### config.mk
export PLATFORM = sky130hd
export DESIGN_NAME = beat_sequencer
export DESIGN_NICKNAME = d
export VERILOG_FILES = /design/src/rtl/beat_pkg.sv /design/src/rtl/rise_detect.sv /design/src/rtl/beat_sequencer.sv
export SDC_FILE = /design/constraint.sdc
export NUM_CORES = 1
export LEC_CHECK = 0
export CORE_MARGIN = 3
export CORE_UTILIZATION = 29
export CTS_CLUSTER_DIAMETER = 120
export DETAILED_ROUTE_END_ITERATION = 8
export GPL_TIMING_DRIVEN = 0
export PLACE_DENSITY = 0.72
export SYNTH_ARGS = -nofsm -noshare
export SYNTH_HDL_FRONTEND = slang
export SYNTH_SLANG_ARGS = --single-unit
### constraint.sdc
create_clock -name t3_i -period 1.5 [get_ports t3_i]
set_input_delay 0.3 -clock t3_i [delete_from_list [all_inputs] [get_ports t3_i]]
set_output_delay 0.3 -clock t3_i [all_outputs]
set_load 0.02 [all_outputs]
### src/rtl/beat_pkg.sv
// Shared types and constants for the beat sequencer.
package beat_pkg;

  localparam int CYC_CNT_W = 16;

  typedef enum logic [1:0] {
    BEAT_IDLE,
    BEAT_W1,
    BEAT_W2,
    BEAT_W3
  } beat_state_t;

endpackage

### src/rtl/rise_detect.sv
// One-flop rising-edge detector, used on the qd start button.
module rise_detect (
  input  logic t3_i,
  input  logic clr_i,
  input  logic d_i,
  output logic rise_o
);

  logic d_q;

  always_ff @(posedge t3_i or negedge clr_i) begin
    if (!clr_i) d_q <= 1'b0;
    else        d_q <= d_i;
  end

  assign rise_o = d_i & ~d_q;

endmodule

### src/rtl/beat_sequencer.sv
// Machine-cycle beat generator (W1/W2/W3) with run/stop and single-step control.
// Define BEAT_CYCLE_COUNT_EN to build the completed-cycle counter on cyc_count_o.
//
// Handshake: there is no valid/ready pair; short_i is consumed only on the edge
// that ends W1, long_i only on the edge that ends W2, stop_i on any beat edge.
module beat_sequencer
  import beat_pkg::*;
(
  input  logic                 t3_i,
  input  logic                 clr_i,
  input  logic                 qd_i,
  input  logic                 step_mode_i,
  input  logic                 short_i,
  input  logic                 long_i,
  input  logic                 stop_i,
  output logic                 w1_o,
  output logic                 w2_o,
  output logic                 w3_o,
  output logic                 run_o,
  output logic                 cyc_last_o,
  output logic [CYC_CNT_W-1:0] cyc_count_o,
  output beat_state_t          dbg_state_o
);

  beat_state_t state_q, state_d;
  logic        run_q, run_d;
  logic        stop_pend_q, stop_pend_d;
  logic        qd_rise;
  logic        cyc_end;

  rise_detect u_qd_rise (
    .t3_i   (t3_i),
    .clr_i  (clr_i),
    .d_i    (qd_i),
    .rise_o (qd_rise)
  );

  always_ff @(posedge t3_i or negedge clr_i) begin
    if (!clr_i) begin
      state_q     <= BEAT_IDLE;
      run_q       <= 1'b0;
      stop_pend_q <= 1'b0;
    end else begin
      state_q     <= state_d;
      run_q       <= run_d;
      stop_pend_q <= stop_pend_d;
    end
  end

  always_comb begin
    state_d     = state_q;
    run_d       = run_q;
    stop_pend_d = stop_pend_q;
    cyc_end     = 1'b0;
    case (state_q)
      BEAT_IDLE: begin
        if (qd_rise) begin
          state_d = BEAT_W1;
          run_d   = 1'b1;
        end
      end
      BEAT_W1: begin
        if (short_i) cyc_end = 1'b1;
        else         state_d = BEAT_W2;
      end
      BEAT_W2: begin
        if (long_i) state_d = BEAT_W3;
        else        cyc_end = 1'b1;
      end
      default: cyc_end = 1'b1;
    endcase
    if (state_q != BEAT_IDLE && stop_i) stop_pend_d = 1'b1;
    // A stop seen in the final beat itself still halts at this cycle's end.
    if (cyc_end) begin
      if (stop_pend_q || stop_i || step_mode_i) begin
        state_d     = BEAT_IDLE;
        run_d       = 1'b0;
        stop_pend_d = 1'b0;
      end else begin
        state_d = BEAT_W1;
      end
    end
  end

  assign w1_o        = (state_q == BEAT_W1);
  assign w2_o        = (state_q == BEAT_W2);
  assign w3_o        = (state_q == BEAT_W3);
  assign run_o       = run_q;
  assign cyc_last_o  = cyc_end;
  assign dbg_state_o = state_q;

`ifdef BEAT_CYCLE_COUNT_EN
  logic [CYC_CNT_W-1:0] cyc_cnt_q, cyc_cnt_d;

  assign cyc_cnt_d = cyc_end ? cyc_cnt_q + 1'b1 : cyc_cnt_q;

  always_ff @(posedge t3_i or negedge clr_i) begin
    if (!clr_i) cyc_cnt_q <= '0;
    else        cyc_cnt_q <= cyc_cnt_d;
  end

  assign cyc_count_o = cyc_cnt_q;
`else
  assign cyc_count_o = '0;
`endif

endmodule

# Yosys cells after proc, flatten, opt, wreduce, memory -nomap -nowiden

Index checks and enable logic that the tools add are counted.

Equality and inequality tests: 6
Bitwise logic cells: 2
Reductions and logical operators: 7
Mux-type cells: 16

Operator list:

| operator                                                                 | count |
|---|---|
| 1-bit two-way mux                                                        | 10 |
| 2-bit two-way mux                                                        | 4 |
| 3-bit by 2-bit inequality test with 1-bit output (second input constant) | 2 |
| 2-bit one-hot mux with 3 select lines                                    | 1 |
| 2-bit equality test (second input constant)                              | 2 |
| 4-bit AND reduction                                                      | 1 |
| 4-bit nonzero test                                                       | 1 |
| 3-bit inequality test (second input constant)                            | 1 |
| 1-bit one-hot mux with 3 select lines                                    | 1 |
| 2-bit by 1-bit equality test with 1-bit output (second input constant)   | 1 |
| 2-bit logical NOT                                                        | 1 |
| 1-bit logical OR                                                         | 2 |
| 2-bit nonzero test                                                       | 1 |
| 1-bit bitwise AND                                                        | 1 |
| 1-bit logical AND                                                        | 1 |
| 1-bit NOT                                                                | 1 |

Input bits: 7
Register bits after elaboration: 5
Output and inout port bits: 23

# Longest topological paths before layout

Gate-level depths: netlist (run 1).

Depth after elaboration: 6
Gate-level depth with buffers: 5
Gate-level depth less buffers: 5

# Modules after synthesis

Synthesis (run 1) repeated with hierarchy kept, for this count alone.

Cell total of the unflattened synthesis: 43
Area total of the unflattened synthesis: 415.4 um2

Modules (own cells, without submodules):

| module         | times used | cells each | sequential area each (um2) | area an instance (um2) |
|---|---|---|---|---|
| beat_sequencer | 1          | 41         | 100.1                      | 376.6 |
| rise_detect    | 1          | 2          | 25.0                       | 38.8 |

# Worst setup path after synthesis (run 1)

OpenSTA, ideal clock, no wires.

Path kind: register to register
Start: register state_q[0] (netlist: dbg_state_o[0])
End: register state_q[0] (netlist: dbg_state_o[0])
Arrival time: 1.538 ns
Slack: -0.127 ns
Stages on the path, launching flop included: 6
Setup time: 0.088 ns
Cells stage by stage: dfrtp_1 -> inv_1 -> ha_1 -> and2b_4 -> or3_1 -> a41oi_1

Word-level cells in the longest chain between the ends: 4

Ends and longest elaborated chain:

| item                                                                 | RTL line             | source |
|---|---|---|
| start: declaration                                                   | beat_sequencer.sv:25 | `beat_state_t state_q, state_d;` |
| start signal: assignment                                             | beat_sequencer.sv:44 | `state_q <= state_d;` |
| 2-bit equality test, or another cell as far along                    | beat_sequencer.sv:55 | `case (state_q)` |
| 1-bit one-hot mux with 3 select lines                                | beat_sequencer.sv:55 |  |
| 3-bit inequality test (no source line), or another cell as far along | -                    |  |
| 4-bit AND reduction (no source line)                                 | -                    |  |

Several ways; a longest one is shown, not always the timed one.
A chain may end at the register's enable or synchronous reset.

# Worst setup path in the final report (run 1)

Start: register state_q[0] (netlist: dbg_state_o[0])
End: output port cyc_last_o

Word-level cells in the longest chain between the ends: 2

Ends and longest elaborated chain:

| item                                              | RTL line             | source |
|---|---|---|
| 2-bit equality test, or another cell as far along | beat_sequencer.sv:55 |  |
| 1-bit one-hot mux with 3 select lines *           | beat_sequencer.sv:55 |  |
| end: declaration                                  | beat_sequencer.sv:20 | `output logic cyc_last_o,` |

Every way passes the cells marked *; elsewhere a longest branch is shown, timed or not.

==> results of run 1 <==
==> metrics by stage <==
step	instance area, um2	setup slack (ns)	TNS (ns)	power (W)
6_report	742	-0.0701	-0.125	0.00140
5_1_grt	742	-0.116	-0.245	0.00149
4_1_cts	734	-0.0783	-0.121	0.00138
3_5_place_dp	647	-0.393	-0.797	0.00108
3_3_place_gp	647	-0.382	-0.693	0.00106
2_1_floorplan	498	0.0125	0	0.000799
==> repair_timing <==
action / 4_1_cts / 5_1_grt
resized for setup: 27 / 0
hold endpoints to repair: 0 / 0
setup endpoints to repair: 8 / 4
buffers inserted: 5 / 1
pin swaps: 2 / 0
==> power breakdown <==
part	internal [W]	switching, W	leakage (nW)
registers	0.000198	0.0000663	0.0592
logic	0.000496	0.000481	0.327
clock network	0.000101	0.0000590	0.0150
total	0.000795	0.000606	0.401
==> sequential cells by signal, indices dropped and copies added (netlist names) <==
signal	count
dbg_state_o	2
run_o	1
stop_pend_q	1
u_qd_rise.d_q	1
==> how the worst max path moves through the flow <==
stage / startpoint / endpoint / slack [ns]
final: dbg_state_o[0]$_DFFE_PN0P_ / cyc_last_o / -0.07
after CTS: dbg_state_o[0]$_DFFE_PN0P_ / cyc_last_o / -0.08
after detailed placement: long_i / cyc_last_o / -0.39
after floorplan: dbg_state_o[1]$_DFFE_PN0P_ / dbg_state_o[0]$_DFFE_PN0P_ / 0.01
after global placement: long_i / cyc_last_o / -0.38
after global routing: dbg_state_o[0]$_DFFE_PN0P_ / dbg_state_o[0]$_DFFE_PN0P_ / -0.12
==> cells by family (layout without fill, tap and decap cells) <==
family                   Yosys count  in the layout  synth area share [%]
buffers and inverters             19             42                  31.3
AND/OR/NAND/NOR                   11             11                  14.6
AO/OA/AOI/OAI                      6              6                  9.23
flip-flops                         5              5                  29.8
adder cells (fa/ha/maj)            4              4                  11.9
other                              1             16                 0.892
multiplexers                       1              1                  2.38
==> metal layers <==
layer	GRT usage [%]	wire, um	up-vias
li1	-	-	199
met1	10.3	342	179
met2	18.9	511	21
met3	4.07	87	4
met4	7.23	18	0
met5	0	0	-
==> synthesized netlist by cell type (all sizes together) <==
cell    number
nor2         4
o21bai       1
and2b        1
nand2b       2
and3b        1
a41oi        1
conb         1
inv          3
dfrtp        5
mux2i        1
nor3         1
a21oi        3
ha           4
buf         16
or3          1
a211oi       1
nand2        1
==> cell type report <==
| cell class | count | area, um2 | area share [%] |
|---|---|---|---|
| Tap cell | 15 | 18.8 | 2.53 |
| Clock buffer | 4 | 26.3 | 3.54 |
| Timing Repair Buffer | 19 | 164 | 22.1 |
| Buffer | 16 | 120 | 16.2 |
| Sequential cell | 5 | 128 | 17.2 |
| Multi-Input combinational cell | 38 | 272 | 36.6 |
| Inverter | 3 | 13.8 | 1.85 |
==> results.py, run 1 <==
metrics = {
    "status": {
        "status": "finished, violations left",
        "violations": "setup timing",
    },
    "drt": {
        "dr_total_vias": 403,
        "drc_errors": 0,
        "routed_wl_um": 960,
        "dr.pass1.iters": 3,
        "vias_per_cell": 4.03,
        "wire_per_inst_um": 9.60,
        "ant_nets": 0,
        "drt_iter0_markers": 2,
    },
    "grt": {
        "grt_max_degree": 6,
        "grt_pass1_wl_mm": 1.52,
        "grt_pass1_vias": 392,
        "grt_usage_pct": 10.8,
        "antenna_found_initial": 0,
        "overflow": 0,
    },
    "synthesis": {
        "synth_area_um2": 420,
        "synth_seq_cells": 5,
        "synthCells": 47,
        "synth_top_cell_area_share_pct": 29.8,
        "synth_area_leaders": "dfrtp_1, buf_4, ha_1, a21oi_1, nor2_1",
        "synthDistinctLibCells": 17,
        "yosysWarnings": 0,
        "avgSynthCellArea_um2": 8.94,
        "yosysSeqAreaShare_pct": 29.8,
        "yosysTopAreaCell": "dfrtp_1",
    },
    "hold_path": {
        "hold_path.class": "input port to asynchronous set/reset pin",
    },
    "critical_path": {
        "reg2reg_slack_ns": -0.06,
        "path_cells": "inv_2 > ha_2 > nand2b_4 > nand2_2 > buf_6",
        "end_kind": "output pin",
        "slowest_stage": "dfrtp_2",
        "cpLargestDelayFamily": "flip-flops",
        "cp_max_fo": 4,
        "critical_path_cell_count": 5,
        "worstReg2RegStart": "dbg_state_o[0]$_DFFE_PN0P_",
        "worstPathRequired_ns": 1.20,
        "r2r-end": "dbg_state_o[0]$_DFFE_PN0P_",
        "cp_num_buf_inv": 2,
        "criticalPathCategory": "flop to output pin",
        "startpoint_type": "flop",
        "reg2regPathDepth": 5,
        "cp_slowest_stage_delay_ns": 0.44,
        "cp.arrival_ns": 1.27,
    },
    "floorplan": {
        "fp.dieArea_um2": 1940,
        "core_um2": 1330,
        "io_pins": 30,
        "die_h_um": 44.1,
        "placementRows": 13,
        "initial_core_util_pct": 31.5,
        "die_w_um": 44.1,
    },
    "clock_tree": {
        "clock-sinks": 5,
        "ctsRootBufferMaster": "clkbuf_4",
        "insertion_delay_ns": 0.25,
        "cts_tree": "built",
        "clk_path_buf_depth": 2,
        "clk_pin_slew_worst_paths_ns": 0.04,
        "cts-buffers-inserted": 3,
        "cts_hold_buf": 0,
        "h-tree-depth": 1,
    },
    "power": {
        "leakagePower_nw": 0.401,
        "irDropWorstVdd_v": 0.000942,
        "powerDensity_nw_per_um2": 1890,
    },
    "cells_and_area": {
        "utilization_pct": 55.6,
        "final_cells": 100,
        "final_common_cell": "buf_4",
        "final_cell_mix": "buf_4, conb_1, clkdlybuf4s50_1",
        "fillers": 138,
        "area.growth.synth_to_final_pct": 76.5,
        "diodes": 0,
        "drive_gt1_share_pct": 48.2,
        "final_nets": 97,
    },
    "sta": {
        "max_clock_freq_mhz": 637,
        "finalCriticalPeriod_ns": 1.57,
        "setup_ws_ns": -0.0701,
        "report.final.hold_viol_count": 0,
        "fin_hold_ws_ns": 0.276,
        "period_share_pct": 105,
        "report.final.slew_viol_count": 0,
        "setup_viol": 2,
        "rsz0062_at_grt": "true",
        "finClkSkew_ns": 0.00161,
    },
    "place": {
        "gp_congestion": 0.695,
        "dpl.cell_count": 90,
        "dp_hpwl_um": 759,
        "port_buffers": 13,
    },
    "job": {
        "maxCapViolations": 0,
    },
}
No activity file was read; power rests on OpenSTA's default activity.
==> run 2: changes to the inputs <==
--- a/config.mk
+++ b/config.mk
@@ -5,6 +5,7 @@
 export SDC_FILE = /design/constraint.sdc
 export NUM_CORES = 1
 export LEC_CHECK = 0
+export ABC_AREA = 0
 export CORE_MARGIN = 3
 export CORE_UTILIZATION = 29
 export CTS_CLUSTER_DIAMETER = 120
==> results of run 2 <==
The final DEF is identical to that of run 1; final timing and power are the same.
